--- src/rtl/fetch_controller.sv ---
// Fetch/execute sequencer: issues one instruction fetch, hands the word to decode,
// waits for execute, then strobes the PC (increment or branch load) and counts retires.
module fetch_controller #(
   parameter int DATA_W  = 32,
   parameter int TIMEOUT = 15
) (
   input  logic              fc_clk,
   input  logic              fc_rst_n,
   input  logic              fc_start,
   input  logic              fc_halt,
   output logic              fc_imem_req,
   input  logic              fc_imem_ack,
   input  logic [DATA_W-1:0] fc_imem_data,
   output logic [DATA_W-1:0] fc_instr,
   output logic              fc_instr_valid,
   input  logic              fc_exec_done,
   input  logic              fc_branch_taken,
   input  logic [DATA_W-1:0] fc_branch_target,
   output logic              fc_pc_cnt,
   output logic              fc_pc_wr_en,
   output logic              fc_pc_dir,
   output logic [DATA_W-1:0] fc_pc_load,
   output logic [DATA_W-1:0] fc_retired,
   output logic              fc_busy,
   output logic              fc_fault
);

   localparam int WAIT_W = $clog2(TIMEOUT + 1);

   typedef enum logic [2:0] {
      S_IDLE, S_FETCH, S_EXEC, S_UPDATE, S_HALTED, S_FAULT
   } state_t;

   state_t              state_reg, state_next;
   logic [WAIT_W-1:0]   wait_reg, wait_next;
   logic                halt_pend_reg, halt_pend_next;
   logic                halt_seen;
   logic [DATA_W-1:0]   instr_reg, instr_next;
   logic [DATA_W-1:0]   load_reg, load_next;
   logic [DATA_W-1:0]   retired_reg, retired_next;
   logic                req_reg, req_next;
   logic                valid_reg, valid_next;
   logic                cnt_reg, cnt_next;
   logic                wr_reg, wr_next;
   logic                busy_reg, busy_next;
   logic                fault_reg, fault_next;

   always_comb begin
      state_next   = state_reg;
      wait_next    = wait_reg;
      instr_next   = instr_reg;
      load_next    = load_reg;
      retired_next = retired_reg;
      cnt_next     = 1'b0;
      wr_next      = 1'b0;

      case (state_reg)
         S_IDLE, S_HALTED: begin
            if (fc_start) state_next = S_FETCH;
         end
         S_FETCH: begin
            // An ack in the last permitted cycle still wins over the timeout.
            if (fc_imem_ack) begin
               instr_next = fc_imem_data;
               state_next = S_EXEC;
            end else if (wait_reg == WAIT_W'(TIMEOUT - 1)) begin
               state_next = S_FAULT;
            end else begin
               wait_next = wait_reg + WAIT_W'(1);
            end
         end
         S_EXEC: begin
            if (fc_exec_done) begin
               if (fc_branch_taken && (fc_branch_target[1:0] != 2'b00)) begin
                  state_next = S_FAULT;
               end else begin
                  state_next   = S_UPDATE;
                  retired_next = retired_reg + DATA_W'(1);
                  if (fc_branch_taken) begin
                     wr_next   = 1'b1;
                     load_next = fc_branch_target;
                  end else begin
                     cnt_next = 1'b1;
                  end
               end
            end
         end
         S_UPDATE: begin
            state_next = (halt_pend_reg || fc_halt) ? S_HALTED : S_FETCH;
         end
         S_FAULT: begin
            state_next = S_FAULT;
         end
         default: begin
            state_next = S_IDLE;
         end
      endcase

      if ((state_next == S_FETCH) && (state_reg != S_FETCH)) wait_next = '0;
   end

   // A halt arriving together with start still lets that one instruction run.
   always_comb begin
      halt_seen = 1'b0;
      if (fc_halt) begin
         if ((state_reg == S_FETCH) || (state_reg == S_EXEC) || (state_reg == S_UPDATE))
            halt_seen = 1'b1;
         else if (((state_reg == S_IDLE) || (state_reg == S_HALTED)) && fc_start)
            halt_seen = 1'b1;
      end
      halt_pend_next = (state_next == S_HALTED) ? 1'b0 : (halt_pend_reg | halt_seen);
   end

   always_comb begin
      req_next   = (state_next == S_FETCH);
      valid_next = (state_next == S_EXEC) && (state_reg == S_FETCH);
      busy_next  = (state_next == S_FETCH) || (state_next == S_EXEC) ||
                   (state_next == S_UPDATE);
      fault_next = (state_next == S_FAULT);
   end

   always_ff @(posedge fc_clk or negedge fc_rst_n) begin
      if (!fc_rst_n) begin
         state_reg     <= S_IDLE;
         wait_reg      <= '0;
         halt_pend_reg <= 1'b0;
         instr_reg     <= '0;
         load_reg      <= '0;
         retired_reg   <= '0;
         req_reg       <= 1'b0;
         valid_reg     <= 1'b0;
         cnt_reg       <= 1'b0;
         wr_reg        <= 1'b0;
         busy_reg      <= 1'b0;
         fault_reg     <= 1'b0;
      end else begin
         state_reg     <= state_next;
         wait_reg      <= wait_next;
         halt_pend_reg <= halt_pend_next;
         instr_reg     <= instr_next;
         load_reg      <= load_next;
         retired_reg   <= retired_next;
         req_reg       <= req_next;
         valid_reg     <= valid_next;
         cnt_reg       <= cnt_next;
         wr_reg        <= wr_next;
         busy_reg      <= busy_next;
         fault_reg     <= fault_next;
      end
   end

   assign fc_imem_req    = req_reg;
   assign fc_instr       = instr_reg;
   assign fc_instr_valid = valid_reg;
   assign fc_pc_cnt      = cnt_reg;
   assign fc_pc_wr_en    = wr_reg;
   assign fc_pc_dir      = 1'b0;
   assign fc_pc_load     = load_reg;
   assign fc_retired     = retired_reg;
   assign fc_busy        = busy_reg;
   assign fc_fault       = fault_reg;

endmodule

--- config.mk ---
export PLATFORM = sky130hd
export DESIGN_NAME = fetch_controller
export DESIGN_NICKNAME = d
export VERILOG_FILES = /design/src/rtl/fetch_controller.sv
export SDC_FILE = /design/constraint.sdc
export NUM_CORES = 1
export LEC_CHECK = 0
export CORE_UTILIZATION = 35
export CTS_BUF_LIST = sky130_fd_sc_hd__clkbuf_4 sky130_fd_sc_hd__clkbuf_8 sky130_fd_sc_hd__clkbuf_16
export CTS_CLUSTER_DIAMETER = 40
export DETAILED_ROUTE_END_ITERATION = 7
export GPL_ROUTABILITY_DRIVEN = 0
export PLACE_DENSITY = 0.79
export REMOVE_ABC_BUFFERS = 1
export SETUP_SLACK_MARGIN = 0.05
export SYNTH_ARGS = -nofsm -noshare
export SYNTH_HDL_FRONTEND = slang
export SYNTH_SLANG_ARGS = --single-unit
--- constraint.sdc ---
create_clock -name fc_clk -period 1.7 [get_ports fc_clk]
set_input_delay 0.17 -clock fc_clk [delete_from_list [all_inputs] [get_ports fc_clk]]
set_output_delay 0.17 -clock fc_clk [all_outputs]
set_load 0.01 [all_outputs]
==> metrics.md, run 1 <==
| Metric | Value |
|---|---|
| Status | finished, final reports clean |
| Setup ws final | roughly 67 ps |
| Avg Inst Size Synth | around 13 sq um |
| Root Buffer | clkbuf_16 |
| Critical path's slowest cell | dfrtp_1 |
| Fin. max-slew vios | 0 |
| First-pass DRT Iterations | 4 |
| Routed len/inst | 15.8 um |
| Setup crit start kind | flip-flop |
| Die H | 117 um |
| Clock sinks | 110 |
| Period minus WS final | approximately 1600 ps |
| Layout area overhead | 61.6% |
| Initial antenna violation count | 0 |
| Period Utilization, post-route | 0.960 |
| Fillcell total | about 1,000 |
| Hold Crit Class | input port to async pin |
| Ant diodes | 0 |
| Crit-path cells | buf_4 -> nor4b_4 -> nand2b_1 -> a32o_2 -> inv_2 -> a21oi_1 |
| Final WL | 11,700 um |
| Routed vias | between 3k and 4k |
| Async S/R FF share, synth | 1.00 |
| Starting density of the core | 0.362 |
| Iter 0 DRT Violations | between 150 and 200 |
| Post-synthesis register bit count | 110 |
| Largest net degree at the start of global routing | between 50 and 60 |
| Detail Placement HPWL | a little over 8000 um |
| First-pass GRT wire length | ~17,000 um |
| Row cnt | a little over 40 |
| Cells after Synth | 345 |
| Hold Fails Final Rpt | 0 |
| Share of post-route cells with drive strength above 1 | 0.286 |
| CTS buffer count | 9 |
| Worst Path Class, Setup | flip-flop to flip-flop |
| VDD IR max | slightly below 0.0006 V |
| CTS tree | yes |
| Top Ports | about 170 |
| Setup TNS | 0 ps |
| Grt total ovfl | 0 |
| Synthesized area | 4630 sq um |
| Leakage power | 3.38 nW |
| R2r worst-path depth | 6 |
| WP data arrival | roughly 1900 ps |
| Clock Skew | about 7.0 ps |
| Setup violators final | 0 |
| RSZ-0062 raised after global routing | yes |
| R2R setup slack | about 67 ps |
| Vias per cell | ~4.7 |
| Yosys cell types | between 40 and 50 |
| Clock transition at path regs | 70 ps |
| Pwr Density | approximately 1400 nW/um^2 |
| Sequential area share after synthesis | 0.595 |
| Vias in the first global route | roughly 3.4k |
| Worst skew pair latency | between 300 and 400 ps |
| Core area | around 13,000 sq um |
| Dominant synthesized flop cell | dfrtp_1 |
| Tot GR Track Use | 0.162 |
| DRT antenna net count | 0 |
| CP max FO | 10 |
| CP required | around 1900 ps |
| IO buf count | 172 |
| DIE WIDTH | roughly 120 um |
| # DRC | 0 |
| Worst slack, placed | -216 ps |
| Die area | between 10,000 and 15,000 sq um |
| Crit. End Element | flip-flop |
| Final nets | ~640 |
| YS warnings | 0 |
| Clk buf depth | 2 |
| Slowest cell delay on critical path | ~400 ps |
| Post-synth EDFFs | 0 |
| H-Tree Depth | 3 |
| # Max-Cap Violations | 0 |
| Fmax | approximately 610 MHz |
==> placed cells by master (no fill, tap or decap), types with 2 or more instances in the layout <==
cell type        count
and4_1               4
nor4_4               3
nand2b_1             3
and2_1               3
o21ai_0              2
dfrtp_1            110
and3_1               4
mux2_2              50
clkbuf_16           11
or2_2                2
nor3_1               8
ha_1                 3
nor3_2               6
nand4_1              5
buf_6                5
xor2_1              24
nand3_4              2
inv_1                8
clkinv_2             2
nand4_4              2
clkdlybuf4s50_1    171
buf_12               4
nor4_2               2
nand3_1             11
mux2_4              13
nand3b_1             2
nor2_1              12
a21oi_1              5
nand2_1             14
buf_4               40
xnor2_1              9
==> power by group <==
part,internal (W),total (W),switching (W)
Clock,0.00120,0.00213,0.000928
Sequential,0.00348,0.00394,0.000464
Combinational,0.00280,0.00444,0.00165
==> cells in the mapped netlist, types with 4 or more instances <==
cell     instances  area share
inv_1            9      0.0073
and4_1           4      0.0076
buf_2            9      0.0097
mux2_2          63        0.15
nor2_1          13       0.011
nor4_1           5      0.0068
nand3_1         11       0.012
nand4_1          5      0.0068
xnor2_1          9       0.017
dfrtp_1        110        0.60
nand2_1         14       0.011
buf_4            6      0.0097
xor2_1          24       0.045
and3_1           5      0.0068
nor3_1          14       0.015
a21oi_1          5      0.0054
==> critical path: cells and delay by family, from the launching register on <==
kind,cells,cell delay [ps]
and+or+nand+nor,2,460
DFF,1,400
AOI/OAI and AO/OA,2,370
buffers and inverters,2,280
==> routing by layer <==
| metal | GRT usage | part of all wire | vias to the layer above |
|---|---|---|---|
| met3 | 0.0422 | 0.066 | 18 |
| met2 | 0.274 | 0.50 | 129 |
| met5 | 0 | 0 | - |
| li1 | - | - | 1647 |
| met1 | 0.194 | 0.41 | 1702 |
| met4 | 0.0734 | 0.020 | 0 |
==> per-stage QoR <==
stage / cell area [sq um] / std cells / hold slack [ps] / util / power (W)
after floorplan: 4540 / 330 / -126 / - / 0.00564
after global placement: 6830 / 716 / 121 / 0.534 / 0.00782
after detailed placement: 6830 / 716 / 128 / 0.534 / 0.00797
after CTS: 7190 / 737 / 287 / 0.563 / 0.0102
after global routing: 7480 / 742 / 350 / 0.585 / 0.0111
final: 7480 / 742 / 291 / 0.585 / 0.0105
==> cell type report <==
cell class / instances / area (sq um) / area share
Clock buffer: 11 / 246 / 0.0330
Clock inverter: 5 / 56.3 / 0.00753
Inverter: 9 / 33.8 / 0.00452
Multi-Input combinational cell: 211 / 1950 / 0.261
Sequential cell: 110 / 2750 / 0.368
Tap cell: 172 / 215 / 0.0288
Timing Repair Buffer: 224 / 2220 / 0.297
==> kinds of logic (layout without fill, tap and decap cells) <==
kind of cell | Yosys count | in the layout | synth area share
AND/OR/NAND/NOR | 95 | 95 | 0.127
multiplexers | 63 | 63 | 0.153
other | 1 | 1 | 0.000811
buffers and inverters | 24 | 249 | 0.0268
XOR/XNOR | 34 | 34 | 0.0660
adder cells (fa/ha/maj) | 3 | 3 | 0.00812
AO/OA/AOI/OAI | 15 | 15 | 0.0227
flip-flops | 110 | 110 | 0.595
==> what timing repair did <==
item	CTS	global route
gates resized for setup	7	46
hold endpoints to repair	28	0
gates cloned	1	2
pin swaps	3	9
hold buffers	1	0
endpoints found under the setup margin	71	81
buffers inserted	3	3
==> final timing paths <==
kind / to / start
max in group asynchronous: fc_instr[3]$_DFFE_PN0P_ / fc_rst_n
setup reg to reg: halt_pend_reg$_DFF_PN0_ / state_reg[1]$_DFF_PN0_
hold / removal: fc_pc_load[15]$_DFFE_PN0P_ / fc_rst_n
hold reg to reg: fc_pc_load[0]$_DFFE_PN0P_ / fc_pc_load[0]$_DFFE_PN0P_
min in group fc_clk: fc_pc_load[18]$_DFFE_PN0P_ / fc_branch_target[18]
setup / recovery: halt_pend_reg$_DFF_PN0_ / state_reg[1]$_DFF_PN0_
Power figures use the tool's default switching activity.
==> run 2, diff against run 1 <==
--- a/config.mk
+++ b/config.mk
@@ -12,7 +12,7 @@
 export GPL_ROUTABILITY_DRIVEN = 0
 export PLACE_DENSITY = 0.79
 export REMOVE_ABC_BUFFERS = 1
-export SETUP_SLACK_MARGIN = 0.05
+export SETUP_SLACK_MARGIN = 0.1
 export SYNTH_ARGS = -nofsm -noshare
 export SYNTH_HDL_FRONTEND = slang
 export SYNTH_SLANG_ARGS = --single-unit
==> run 2 against run 1 <==
Count of clock-buffer cells in the layout unchanged. Sequential share of layout area is 0.086 points lower. Clock power barely moved. Wire length increased by 0.66%. Largest power group unchanged. Via count rose by 0.51%. Critical path depth is 1 lower. Utilization rose by 0.14 points. Sequential power is essentially flat. Highest routed layer unchanged. First-iteration DRC count grew 29%. Global-route usage is essentially flat. Maximum frequency down 2.4%. Final cell count up 0.27%.
==> metrics.md, run 2 (synthesis gave the netlist of run 1 again) <==
| Metric | Value |
|---|---|
| # DRC | 0 (unchanged) |
| Layout area overhead | 62.0% (was 61.6%) |
| Clk buf depth | 2 (unchanged) |
| Iter 0 DRT Violations | 201 (was 156) |
| Fmax | 598 MHz (was 612 MHz) |
| Detail Placement HPWL | 8100 um (unchanged) |
| Setup crit start kind | flip-flop (unchanged) |
| Row cnt | 41 (unchanged) |
| Hold Crit Class | input port to async pin (unchanged) |
| Top Ports | 174 (unchanged) |
| Pwr Total | 0.0105 W (about the same) |
| Most frequent cells in the layout | 167 x clkdlybuf4s50_1, 110 x dfrtp_1, 49 x mux2_2 (was 171 x clkdlybuf4s50_1, 110 x dfrtp_1, 50 x mux2_2) |
| Die H | 117 um (unchanged) |
| Pwr Density | 1400 nW/um^2 (was 1410 nW/um^2) |
| Fillcell total | 986 (was 988) |
| Routed vias | 3,514 (was 3,496) |
| WP data arrival | 1900 ps (was 1860 ps) |
| Leakage power | 3.49 nW (was 3.38 nW) |
| Vias per cell | 4.72 (was 4.71) |
| Final nets | 641 (was 639) |
| CP required | 1920 ps (was 1930 ps) |
| Setup violators final | 0 (unchanged) |
| Worst skew pair latency | 350 ps (about the same) |
| IO buf count | 172 (unchanged) |
| RSZ-0062 raised after global routing | yes (unchanged) |
| Fin. max-slew vios | 0 (unchanged) |
| Initial antenna violation count | 0 (unchanged) |
| CTS tree | yes (unchanged) |
| CP max FO | 10 (unchanged) |
| R2R setup slack | 30 ps (was 70 ps) |
| Core Util, Final | 0.587 (was 0.585) |
| Root Buffer | clkbuf_16 (unchanged) |
| Core area | 12,800 sq um (unchanged) |
| CTS buffer count | 9 (unchanged) |
| Routed len/inst | 15.9 um (was 15.8 um) |
| Crit. End Element | flip-flop (unchanged) |
| Period Utilization, post-route | 0.984 (was 0.960) |
| Worst Path Class, Setup | flip-flop to flip-flop (unchanged) |
| Hold Fails Final Rpt | 0 (unchanged) |
| Most common cell after layout, fill and taps aside | clkdlybuf4s50_1 (unchanged) |
| DIE WIDTH | 117 um (unchanged) |
| Ant diodes | 0 (unchanged) |
| First-pass GRT wire length | 16,800 um (about the same) |
| VDD IR max | 0.000563 V (was 0.000587 V) |
| Final WL | 11,800 um (was 11,700 um) |
| Clock transition at path regs | 70 ps (about the same) |
| Starting density of the core | 0.362 (unchanged) |
| Period minus WS final | 1670 ps (was 1630 ps) |
| Tot GR Track Use | 0.162 (about the same) |
| H-Tree Depth | 3 (unchanged) |
| Share of post-route cells with drive strength above 1 | 0.297 (was 0.286) |
| Status | finished, final reports clean (unchanged) |
| DRT antenna net count | 0 (unchanged) |
| Vias in the first global route | 3,411 (was 3,402) |
| First-pass DRT Iterations | 4 (unchanged) |
| # Max-Cap Violations | 0 (unchanged) |
| Grt total ovfl | 0 (unchanged) |
| Die area | 13,700 sq um (unchanged) |
| Largest net degree at the start of global routing | 54 (unchanged) |
| Clock Skew | 5.99 ps (was 7.04 ps) |
| Clock sinks | 110 (unchanged) |
## run 2: cell types whose count changed in the layout (fill, tap and decap cells not counted), moves of 2 or more
| cell | delta |
|---|---|
| a21oi_2 | +2 |
| dlymetal6s2s_1 | +4 |
| buf_4 | +3 |
| a21oi_1 | -2 |
| nor3_1 | -3 |
| clkdlybuf4s50_1 | -4 |
| nor3_2 | +3 |
## run 2: critical path, stage by stage, from the launching register on
cell and delay [ps]:
dfrtp_1 400, buf_4 190, o211a_1 170, nand3b_1 270, a211oi_4 390, a22oi_2 130
## run 2: power breakdown
group,switching [W],internal (W)
registers,0.000460,0.00348
logic,0.00167,0.00279
clock network,0.000934,0.00120
## run 2: final cells by class
cell class,instances,area (sq um),share of cell area
repair buffers,226,2220,0.296
flip-flops and latches,110,2750,0.367
clock buffers,11,246,0.0329
multi-input cells,211,1970,0.263
inverters,9,33.8,0.00451
well taps,172,215,0.0287
clock inverters,5,56.3,0.00751
## run 2: per-layer routing
metal,global-route usage,share of wire,up-vias
met5,0,0,-
met4,0.0743,0.021,0
met3,0.0422,0.069,21
met2,0.277,0.50,133
met1,0.193,0.41,1707
li1,-,-,1653
## run 2: worst paths after layout
path / start / endpoint / cells after the start
worst max-delay path: state_reg[1]$_DFF_PN0_ / wait_reg[1]$_DFFE_PN0P_ / 5
worst min register to register: fc_pc_load[0]$_DFFE_PN0P_ / fc_pc_load[0]$_DFFE_PN0P_ / 1
worst max register to register: state_reg[1]$_DFF_PN0_ / wait_reg[1]$_DFFE_PN0P_ / 5
worst min-delay path: fc_rst_n / fc_pc_load[15]$_DFFE_PN0P_ / 2
max in group asynchronous: fc_rst_n / fc_instr[3]$_DFFE_PN0P_ / 3
min in group fc_clk: fc_branch_target[18] / fc_pc_load[18]$_DFFE_PN0P_ / 2
## run 2: what timing repair did
action | 4_1_cts | 5_1_grt
gates resized for setup | 16 | 44
endpoints found under the setup margin | 85 | 101
pin swaps | 3 | 4
buffers inserted | 3 | 6
hold endpoints to repair | 28 | 0
hold buffers | 1 | 0
cloned | 1 | 1
## run 2: per-stage QoR
step                cell area, sq um  worst slack (ps)  setup TNS (ps)  instances  hold slack [ps]
floorplan                       4540             -2690         -117340        330             -126
global placement                6830              -212          -10790        716              121
detailed placement              6830              -216          -13910        716              128
CTS                             7230              56.4               0        737              287
global route                    7490             -45.3            -124        744              350
finish                          7490              26.5               0        744              289
